## config.mk

```make
export PLATFORM = sky130hd
export DESIGN_NAME = alu_op_sequencer
export DESIGN_NICKNAME = d
export VERILOG_FILES = /design/src/rtl/alu_op_sequencer.sv
export SDC_FILE = /design/constraint.sdc
export NUM_CORES = 1
export LEC_CHECK = 0
export ABC_AREA = 1
export ABC_CLOCK_PERIOD_IN_PS = 1000
export BUFFER_PORTS_ARGS = -buffer_cell sky130_fd_sc_hd__buf_2
export CAP_MARGIN = 20
export CELL_PAD_IN_SITES_DETAIL_PLACEMENT = 0
export CELL_PAD_IN_SITES_GLOBAL_PLACEMENT = 1
export CORE_MARGIN = 2
export CORE_UTILIZATION = 27
export CTS_CLUSTER_DIAMETER = 200
export DETAILED_ROUTE_END_ITERATION = 12
export PLACE_DENSITY = 0.76
export SYNTH_ARGS = -nofsm -noshare
export SYNTH_HDL_FRONTEND = slang
export SYNTH_SLANG_ARGS = --single-unit
```

## constraint.sdc

```tcl
create_clock -name clk -period 1 [get_ports clk]
set_input_delay 0.2 -clock clk [delete_from_list [all_inputs] [get_ports clk]]
set_output_delay 0.2 -clock clk [all_outputs]
set_load 0.02 [all_outputs]
```

## src/rtl/alu_op_sequencer.sv

```systemverilog
// Registered ALU-control decoder with valid/ready handshake.
// Multi-cycle R-type ops hold the ALU for MC_LAT cycles before issue.
module alu_op_sequencer #(
    parameter int ALUOP_W = 4,
    parameter int FN_W    = 5,
    parameter int MC_LAT  = 4
) (
    input  logic               clk,
    input  logic               rst,
    input  logic               flush,
    input  logic               in_valid,
    output logic               in_ready,
    input  logic [5:0]         opcode,
    input  logic [FN_W-1:0]    funct,
    output logic               out_valid,
    input  logic               out_ready,
    output logic [ALUOP_W-1:0] alu_op,
    output logic               alu_mc,
    output logic               alu_start
);

    localparam int CNT_W = $clog2(MC_LAT);

    typedef enum logic [1:0] {
        S_EMPTY,
        S_VALID,
        S_RUN
    } state_t;

    state_t             state_q;
    logic [CNT_W-1:0]   cnt_q;
    logic [ALUOP_W-1:0] op_q;
    logic               mc_q;
    logic               start_q;
    logic               valid_q;

    logic [ALUOP_W-1:0] op_d;
    logic               mc_d;

    always_comb begin
        op_d = '0;
        if (opcode[5]) begin
            op_d = '0;
        end else if (opcode == 6'b000000) begin
            op_d = funct[ALUOP_W-1:0];
        end else if (opcode == 6'b001000 || opcode[5:4] == 2'b01) begin
            op_d = ALUOP_W'(1);
        end else if (opcode == 6'b001001) begin
            op_d = ALUOP_W'(5);
        end
    end

    assign mc_d = (opcode == 6'b000000) && funct[FN_W-1];

    // VALID passes downstream readiness straight through to avoid bubbles
    assign in_ready = !rst &&
                      ((state_q == S_EMPTY) ||
                       (state_q == S_VALID && out_ready));

    always_ff @(posedge clk) begin
        if (rst) begin
            state_q <= S_EMPTY;
            cnt_q   <= '0;
            op_q    <= '0;
            mc_q    <= 1'b0;
            start_q <= 1'b0;
            valid_q <= 1'b0;
        end else if (flush) begin
            state_q <= S_EMPTY;
            cnt_q   <= '0;
            start_q <= 1'b0;
            valid_q <= 1'b0;
        end else begin
            start_q <= 1'b0;
            unique case (state_q)
                S_EMPTY, S_VALID: begin
                    if (in_valid && in_ready) begin
                        op_q <= op_d;
                        mc_q <= mc_d;
                        if (mc_d) begin
                            state_q <= S_RUN;
                            cnt_q   <= CNT_W'(MC_LAT - 1);
                            start_q <= 1'b1;
                            valid_q <= 1'b0;
                        end else begin
                            state_q <= S_VALID;
                            valid_q <= 1'b1;
                        end
                    end else if (state_q == S_VALID && out_ready) begin
                        state_q <= S_EMPTY;
                        valid_q <= 1'b0;
                    end
                end
                S_RUN: begin
                    if (cnt_q == '0) begin
                        state_q <= S_VALID;
                        valid_q <= 1'b1;
                    end else begin
                        cnt_q <= cnt_q - CNT_W'(1);
                    end
                end
                default: begin
                    state_q <= S_EMPTY;
                    valid_q <= 1'b0;
                end
            endcase
        end
    end

    assign out_valid = valid_q;
    assign alu_op    = op_q;
    assign alu_mc    = mc_q;
    assign alu_start = start_q;

endmodule

```

-- Yosys cells after proc, flatten, opt, wreduce, memory -nomap -nowiden
Cells that the tools add are included.
- flip-flop bits (word level): 11
- input port bits: 16
- word-level logic and storage cells: 56
- output and inout bits: 8
- bitwise gates (word level): 3
- equal/unequal tests: 10
- mux-type cells: 19
- add/sub/neg operators: 1
- reductions and logical operators: 17
- operators by type and width (cell ; count):
    $mux W2 ; 7
    $eq A6 B4 Y1 const B ; 2
    $mux W4 ; 2
    $ne A2 B2 Y1 const B ; 4
    $pmux W2 S2 ; 2
    $logic_not A6 Y1 ; 1
    $mux W3 ; 2
    $mux W1 ; 5
    $eq A2 B1 Y1 const B ; 2
    $logic_and A1 B1 Y1 ; 4
    $logic_not A2 Y1 ; 2
    $reduce_and A4 Y1 ; 1
    $reduce_or A2 Y1 ; 2
    $reduce_or A4 Y1 ; 1
    $ne A3 B3 Y1 const B ; 1
    $not A1 Y1 ; 3
    $reduce_and A3 Y1 ; 1
    $eq A2 B2 Y1 const B ; 1
    $logic_or A1 B1 Y1 ; 2
    $pmux W1 S2 ; 1
    $reduce_and A2 Y1 ; 1
    $reduce_bool A2 Y1 ; 1
    $sub A2 B1 Y2 const B ; 1
    $logic_not A1 Y1 ; 1

-- Logic depth before layout (Yosys ltp)
Gate-level depths: netlist of the first run.
- depth after elaboration: 7
- mapped depth: 8
- gate-level depth less buffers: 8

-- Worst setup path before layout of the first run
No wires, ideal clock.
- kind: register -> register
- start: register, netlist name out_valid
- end: register valid_q (netlist: out_valid)
- setup slack: -90 ps
- data arrival time: 969 ps
- stages on the path, launching flop included: 8
- library setup time: 122 ps
- cells stage by stage: dfxtp_1 > nand2_2 > nand2_2 > inv_2 > nand2_1 > nand3_1 > nand3_1 > a21oi_1
- RTL lines (element ; line ; text):
    to (signal assigned) ; 67 ; valid_q <= 1'b0;
    to (signal assigned) ; 72 ; valid_q <= 1'b0;
    to (signal assigned) ; 84 ; valid_q <= 1'b0;
    to (decl) ; 35 ; logic valid_q;

-- Worst setup path after layout of the first run
- start: register state_q[1]
- end: output in_ready
- longest elaborated chain between the ends: 4
- RTL lines (element ; line ; text):
    from (decl) ; 30 ; state_t state_q;
    from (signal assigned) ; 62 ; state_q <= S_EMPTY;
    from (signal assigned) ; 69 ; state_q <= S_EMPTY;
    from (signal assigned) ; 81 ; state_q <= S_RUN;
    $eq A2 B1 Y1 ; 58 ; (state_q == S_VALID && out_ready));
    $logic_and A1 B1 Y1 ; 58 ;
    $logic_or A1 B1 Y1 * ; 57 ; ((state_q == S_EMPTY) ||
    $logic_and A1 B1 Y1 * ; 56 ; assign in_ready = !rst &&
    to (decl) ; 12 ; output logic in_ready,
Every way passes the cells marked *; elsewhere a longest branch is shown, timed or not.

==> run_results.csv, run 1 <==
group,metric,value,unit
synthesis,synth-seq-cells,10,
sta,worst_pin_slew,275.3,ps
setup_path,endpoint_kind,"primary output",
synthesis,syn-cell-area,564.3,um^2
clocking,htree_levels,1,
sta,fin_crit_sh,1.144,
pwr,power_leakage,0.0004874,uW
setup_path,cp_max_fo,2,
synthesis,avgSynthCellArea,6.967,um^2
placement,place.gp.congestion,0.7170,
route,dr.pass1.iters,4,
global_route,antenna_found_initial,0,
clocking,clock_latency,280,ps
synthesis,syn-num-nets,98,
sta,hold_viol,0,
worst_hold_path,whs_path_depth,4,
synthesis,yosysWarnings,0,
placement,portBuffers,23,
run_status,outcome,"complete, but fails checks",
clocking,clk_pin_slew_worst_paths,80,ps
sta,rsz0062_at_grt,"yes",
setup_path,r2r-start,"state_q[1]",
cells_and_area,fin_cells,151,
sta,fin_skew,10.57,ps
floorplanning,core_area,1962,um^2
placement,dp.cells,140,
sta,drv_slew,0,
floorplanning,start_util,0.2876,
global_route,grt_pass1_vias,639,
clocking,cts_max_path_buffers,2,
global_route,grt_overflow,0,
cells_and_area,nets,142,
synthesis,yosys.area.top_type,"dfxtp_1",
floorplanning,dieWidth,49.72,um
route,final_antenna_net_count,0,
setup_path,r2r_cells,8,
synthesis,synthTopCellsByArea,"dfxtp_1, a21oi_1, nand2_1",
placement,pre_cts_ws,-166.0,ps
clocking,cts_tree,"yes",
setup_path,timing_worst_setup_path_type,"reg -> out",
route,drc_errors,0,
worst_hold_path,min_to,"alu_op[0]",
run_status,violations,"setup timing",
setup_path,crit_required,800,ps
sta,setup_viol,11,
synthesis,synth_top_cell_area_share,0.3548,
cells_and_area,post-route-util,0.4949,
clocking,hold_buffers,0,
global_route,globalRouteTotalUtil,0.1381,
route,routed_via_density,4.377,
route,drt-initial-drc-count,6,
route,routed_wl,1.468,mm
synthesis,syn_inst,81,
worst_hold_path,min_path_type,"in -> reg",
setup_path,r2r_end,"cnt_q[0]",
flow_run,max_cap_violations,0,
cells_and_area,drive_gt1_frac,0.6129,
setup_path,reg2reg_slack,-100,ps
pwr,p_per_area,974.8,nW/um^2
cells_and_area,area_delta_synth_final,72.06,%
clocking,cts_buffers,3,
sta,min_period,1144,ps
sta,layout_setup_ws,-143.9,ps
global_route,grt_first_pass_wirelength,2.670,mm
worst_hold_path,min_from,"opcode[5]",
placement,dp.final_hpwl,1.023,mm
floorplanning,pin_count,24,
route,wl_per_cell,9.722,um
synthesis,synth.distinct_cells,16,
setup_path,worstPathArrival,940,ps
floorplanning,dieArea,2472,um^2
setup_path,startpoint_type,"flop",
floorplanning,dieHeight,49.72,um
pwr,ir_worst_vdd,0.6912,mV
sta,clock.fmax,874.2,MHz
floorplanning,num_rows,16,
route,vias,661,
synthesis,yosysSeqAreaShare,0.3548,
cells_and_area,diodes,0,
clocking,cts_root_buffer,"clkbuf_4",
sta,relSlewSlack,0.8165,
clocking,cts_sinks,10,
global_route,grt_max_degree,7,
-- cells in the final DEF, fill, tap and decap left out --
cell	netlist	final
o21ai_0	2	2
a21oi_2	0	6
nand3_1	6	3
inv_2	2	5
nand2_2	3	3
nand3b_1	2	2
clkbuf_8	0	1
buf_2	0	20
buf_4	0	14
nand4_4	1	1
nand4_1	1	1
nor2_1	9	7
dfxtp_2	0	4
dfxtp_1	10	6
nand2_1	14	11
a21oi_1	12	6
ha_1	1	1
nor2_2	3	4
inv_1	12	9
nor2_4	2	3
buf_6	0	5
nand3_2	1	4
clkbuf_4	0	3
nand2_4	0	3
-- timing repair --
action	in CTS	in global routing
gates resized for setup	21	11
setup endpoints to repair	9	13
pin swaps	9	7
setup buffers	8	0
-- worst max-delay path, cell delays in order (launching register included) --
cell     delay, ps
dfxtp_2        340
nor2_4          90
nand2_2         80
inv_2           60
buf_6          110
-- cells in the mapped netlist --
master / instances
a21oi_1: 12
dfxtp_1: 10
ha_1: 1
inv_1: 12
inv_2: 2
nand2_1: 14
nand2_2: 3
nand3_1: 6
nand3_2: 1
nand3b_1: 2
nand4_1: 1
nand4_4: 1
nor2_1: 9
nor2_2: 3
nor2_4: 2
o21ai_0: 2
-- power breakdown --
group          internal (uW)  total, uW  switching [uW]  leakage, uW
Sequential               400        403            2.13    0.0000826
Combinational           80.2        164            83.6     0.000384
Clock                    221        380             159    0.0000210
-- final cells by class --
class,instances,area [um^2]
fill,221,991.0
multi-input combinational,57,381.6
inverter,14,52.55
timing repair buffer,39,261.5
tap,27,33.78
clock buffer,4,36.28
sequential,10,205.2
-- metrics by stage --
stage	power [uW]	hold WS (ps)	TNS (ps)	cell area (um^2)
3_5_place_dp	536.0	451.3	-1104	782.0
2_1_floorplan	468.4	269.1	-0.6766	565.5
6_report	946.5	203.8	-694.1	970.9
5_1_grt	990.7	210.9	-1530	970.9
3_3_place_gp	534.9	452.7	-961.3	782.0
4_1_cts	946.2	205.2	-983.0	934.6
-- flip-flops by register name, summed over array words and instances (netlist names) --
register,flops
alu_mc,1
alu_op,4
alu_start,1
cnt_q,2
out_valid,1
state_q,1
-- routing by layer --
layer / share of wire / global-route usage / vias up
met5: 0 / 0 / -
met4: 0.021 / 0.06944 / 0
met3: 0.038 / 0.02121 / 4
met2: 0.47 / 0.2244 / 15
met1: 0.47 / 0.1759 / 297
li1: - / - / 345
-- cells by family after synthesis --
group	Yosys count	synth area share
DFF	10	0.3548
buffers and inverters	14	0.09313
adders and majority gates	1	0.02217
and+or+nand+nor	42	0.4058
AOI/OAI and AO/OA	14	0.1242
-- worst max path at each step --
| stage | cells after the start | slack (ps) | start | endpoint |
|---|---|---|---|---|
| floorplan | 6 | -0.3 | cnt_q[0] | cnt_q[0] |
| global route | 4 | -190 | state_q[1] | in_ready |
| detailed placement | 7 | -170 | opcode[2] | cnt_q[0] |
| global placement | 7 | -150 | opcode[2] | cnt_q[0] |
| finish | 4 | -140 | state_q[1] | in_ready |
| CTS | 4 | -150 | state_q[1] | in_ready |
Power figures use the tool's default switching activity.
==> inputs of run 2 (changes only) <==
Settings changed: CORE_UTILIZATION 27 to 29, CTS_BUF_LIST from default to sky130_fd_sc_hd__clkbuf_4 sky130_fd_sc_hd__clkbuf_8, PLACE_DENSITY 0.76 to 0.8, SLEW_MARGIN from default to 20.
==> run_results.csv, run 2 (synthesis gave the netlist of run 1 again) <==
group,metric,value,unit
clocking,cts_tree,"yes",
clocking,htree_levels,1,
setup_path,cp_max_fo,2,
cells_and_area,fill_cells,183,
setup_path,worst_path_max_delay_cell,"dfxtp_2",
setup_path,r2r_cells,7,
sta,hold_viol,0,
route,routed_via_density,4.463,
clocking,cts_buffers,3,
sta,drv_slew,0,
placement,dp.final_hpwl,1.064,mm
cells_and_area,area_delta_synth_final,67.18,%
worst_hold_path,min_to,"alu_op[3]",
route,wl_per_cell,10.12,um
global_route,grt_pass1_vias,601,
sta,layout_setup_ws,-150.1,ps
pwr,combPwrFrac,0.165,
setup_path,reg2reg_slack,-120,ps
placement,place.gp.congestion,0.7954,
cells_and_area,largest_reg_flops,4,
sta,worst_pin_slew,240.3,ps
route,drc_errors,0,
route,dr.pass1.iters,3,
setup_path,startpoint_type,"flop",
worst_hold_path,whs_path_depth,3,
setup_path,path_cells,"nand2_2 -> nand2_2 -> inv_2 -> buf_6",
route,routed_wl,1.508,mm
setup_path,crit_required,800,ps
setup_path,path_common_cell,"nand2_2",
placement,pre_cts_ws,-148.1,ps
floorplanning,pin_count,24,
cells_and_area,diodes,0,
setup_path,worstPathArrival,950,ps
sta,whs,192.7,ps
setup_path,r2r_end,"cnt_q[0]",
setup_path,slowest_delay,340,ps
global_route,globalRouteTotalUtil,0.1559,
sta,relSlewSlack,0.8392,
pwr,ir_worst_vdd,0.7086,mV
pwr,internal_power,697.0,uW
floorplanning,core_area,1783,um^2
sta,fin_crit_sh,1.150,
sta,fin_skew,5.520,ps
cells_and_area,fin_cells,149,
flow_run,max_cap_violations,0,
clocking,clk_pin_slew_worst_paths,80,ps
floorplanning,num_rows,15,
global_route,antenna_found_initial,0,
global_route,grt_overflow,0,
pwr,power_frac_clock,0.405,
placement,portBuffers,23,
floorplanning,start_util,0.3165,
sta,rsz0062_at_grt,"yes",
route,drt-initial-drc-count,2,
sta,clock.fmax,869.5,MHz
sta,setup_tns,-903.2,ps
floorplanning,dieHeight,48.11,um
pwr,netSwitchingFraction,0.2558,
sta,min_period,1150,ps
worst_hold_path,min_from,"funct[3]",
placement,dp.cells,138,
pwr,total_power,936.6,uW
worst_hold_path,min_path_type,"in -> reg",
cells_and_area,nets,142,
cells_and_area,final_cell_mix,"buf_2, buf_4, nand2_1, inv_1, a21oi_1",
setup_path,timing_worst_setup_path_type,"reg -> out",
clocking,cts_root_buffer,"clkbuf_4",
setup_path,r2r-start,"state_q[1]",
global_route,grt_first_pass_wirelength,2.408,mm
clocking,cts_max_path_buffers,2,
clocking,cts_sinks,10,
clocking,hold_buffers,0,
pwr,power_switching,239.6,uW
pwr,seqPwrFrac,0.429,
cells_and_area,drive_gt1_frac,0.5565,
global_route,grt_max_degree,8,
floorplanning,dieArea,2315,um^2
floorplanning,dieWidth,48.11,um
setup_path,endpoint_kind,"primary output",
sta,setup_viol,12,
run_status,violations,"setup timing",
route,final_antenna_net_count,0,
pwr,p_per_area,992.8,nW/um^2
clocking,clock_latency,270,ps
run_status,outcome,"complete, but fails checks",
route,vias,665,
pwr,power_leakage,0.0004606,uW
## run 2: metal layers
metal,share of wire,track usage,up-vias
li1,-,-,349
met1,0.43,0.1775,296
met2,0.49,0.2533,16
met3,0.057,0.04074,4
met4,0.025,0.1081,0
met5,0,0,-
## run 2: power by group through the flow
stage	registers [uW]	logic, uW	clock network, uW
2_1_floorplan	415	53.8	0
3_3_place_gp	412	123	0
3_5_place_dp	412	125	0
4_1_cts	402	145	388
5_1_grt	402	169	405
6_report	402	155	380
## run 2: worst max-delay path: cells and delay by family (launching register included)
family                 cells  cell delay [ps]
DFF                        1              340
and+or+nand+nor            2              170
buffers and inverters      2              160
## run 2: how the worst max path moves through the flow
stage          startpoint  endpoint  slack (ps)  depth (start not counted)
2_1_floorplan    cnt_q[0]  cnt_q[0]        -0.3                          6
5_1_grt        state_q[1]  in_ready        -190                          4
6_report        out_valid  in_ready        -150                          4
3_5_place_dp    opcode[2]  cnt_q[0]        -150                          7
4_1_cts        state_q[1]  in_ready        -150                          4
3_3_place_gp    opcode[2]  cnt_q[1]        -120                          7
## run 2: final cells by class
class                      instances  area [um^2]  area share
clock buffer                       4        36.28     0.03846
inverter                          14        52.55     0.05570
tap                               25        31.28     0.03316
timing repair buffer              39        269.0      0.2851
multi-input combinational         57        349.1      0.3700
sequential                        10        205.2      0.2175
## run 2: stage by stage
stage | cell area, um^2 | utilization
5_1_grt | 943.4 | 0.5291
4_1_cts | 899.6 | 0.5046
6_report | 943.4 | 0.5291
3_5_place_dp | 779.5 | 0.4372
3_3_place_gp | 779.5 | 0.4372
2_1_floorplan | 565.5 | -
## run 2: what timing repair did
action                     CTS  global route
hold endpoints to repair     0             0
setup endpoints to repair    8            16
pin swaps                    6             5
resized for setup           17            10
setup buffers                5             2
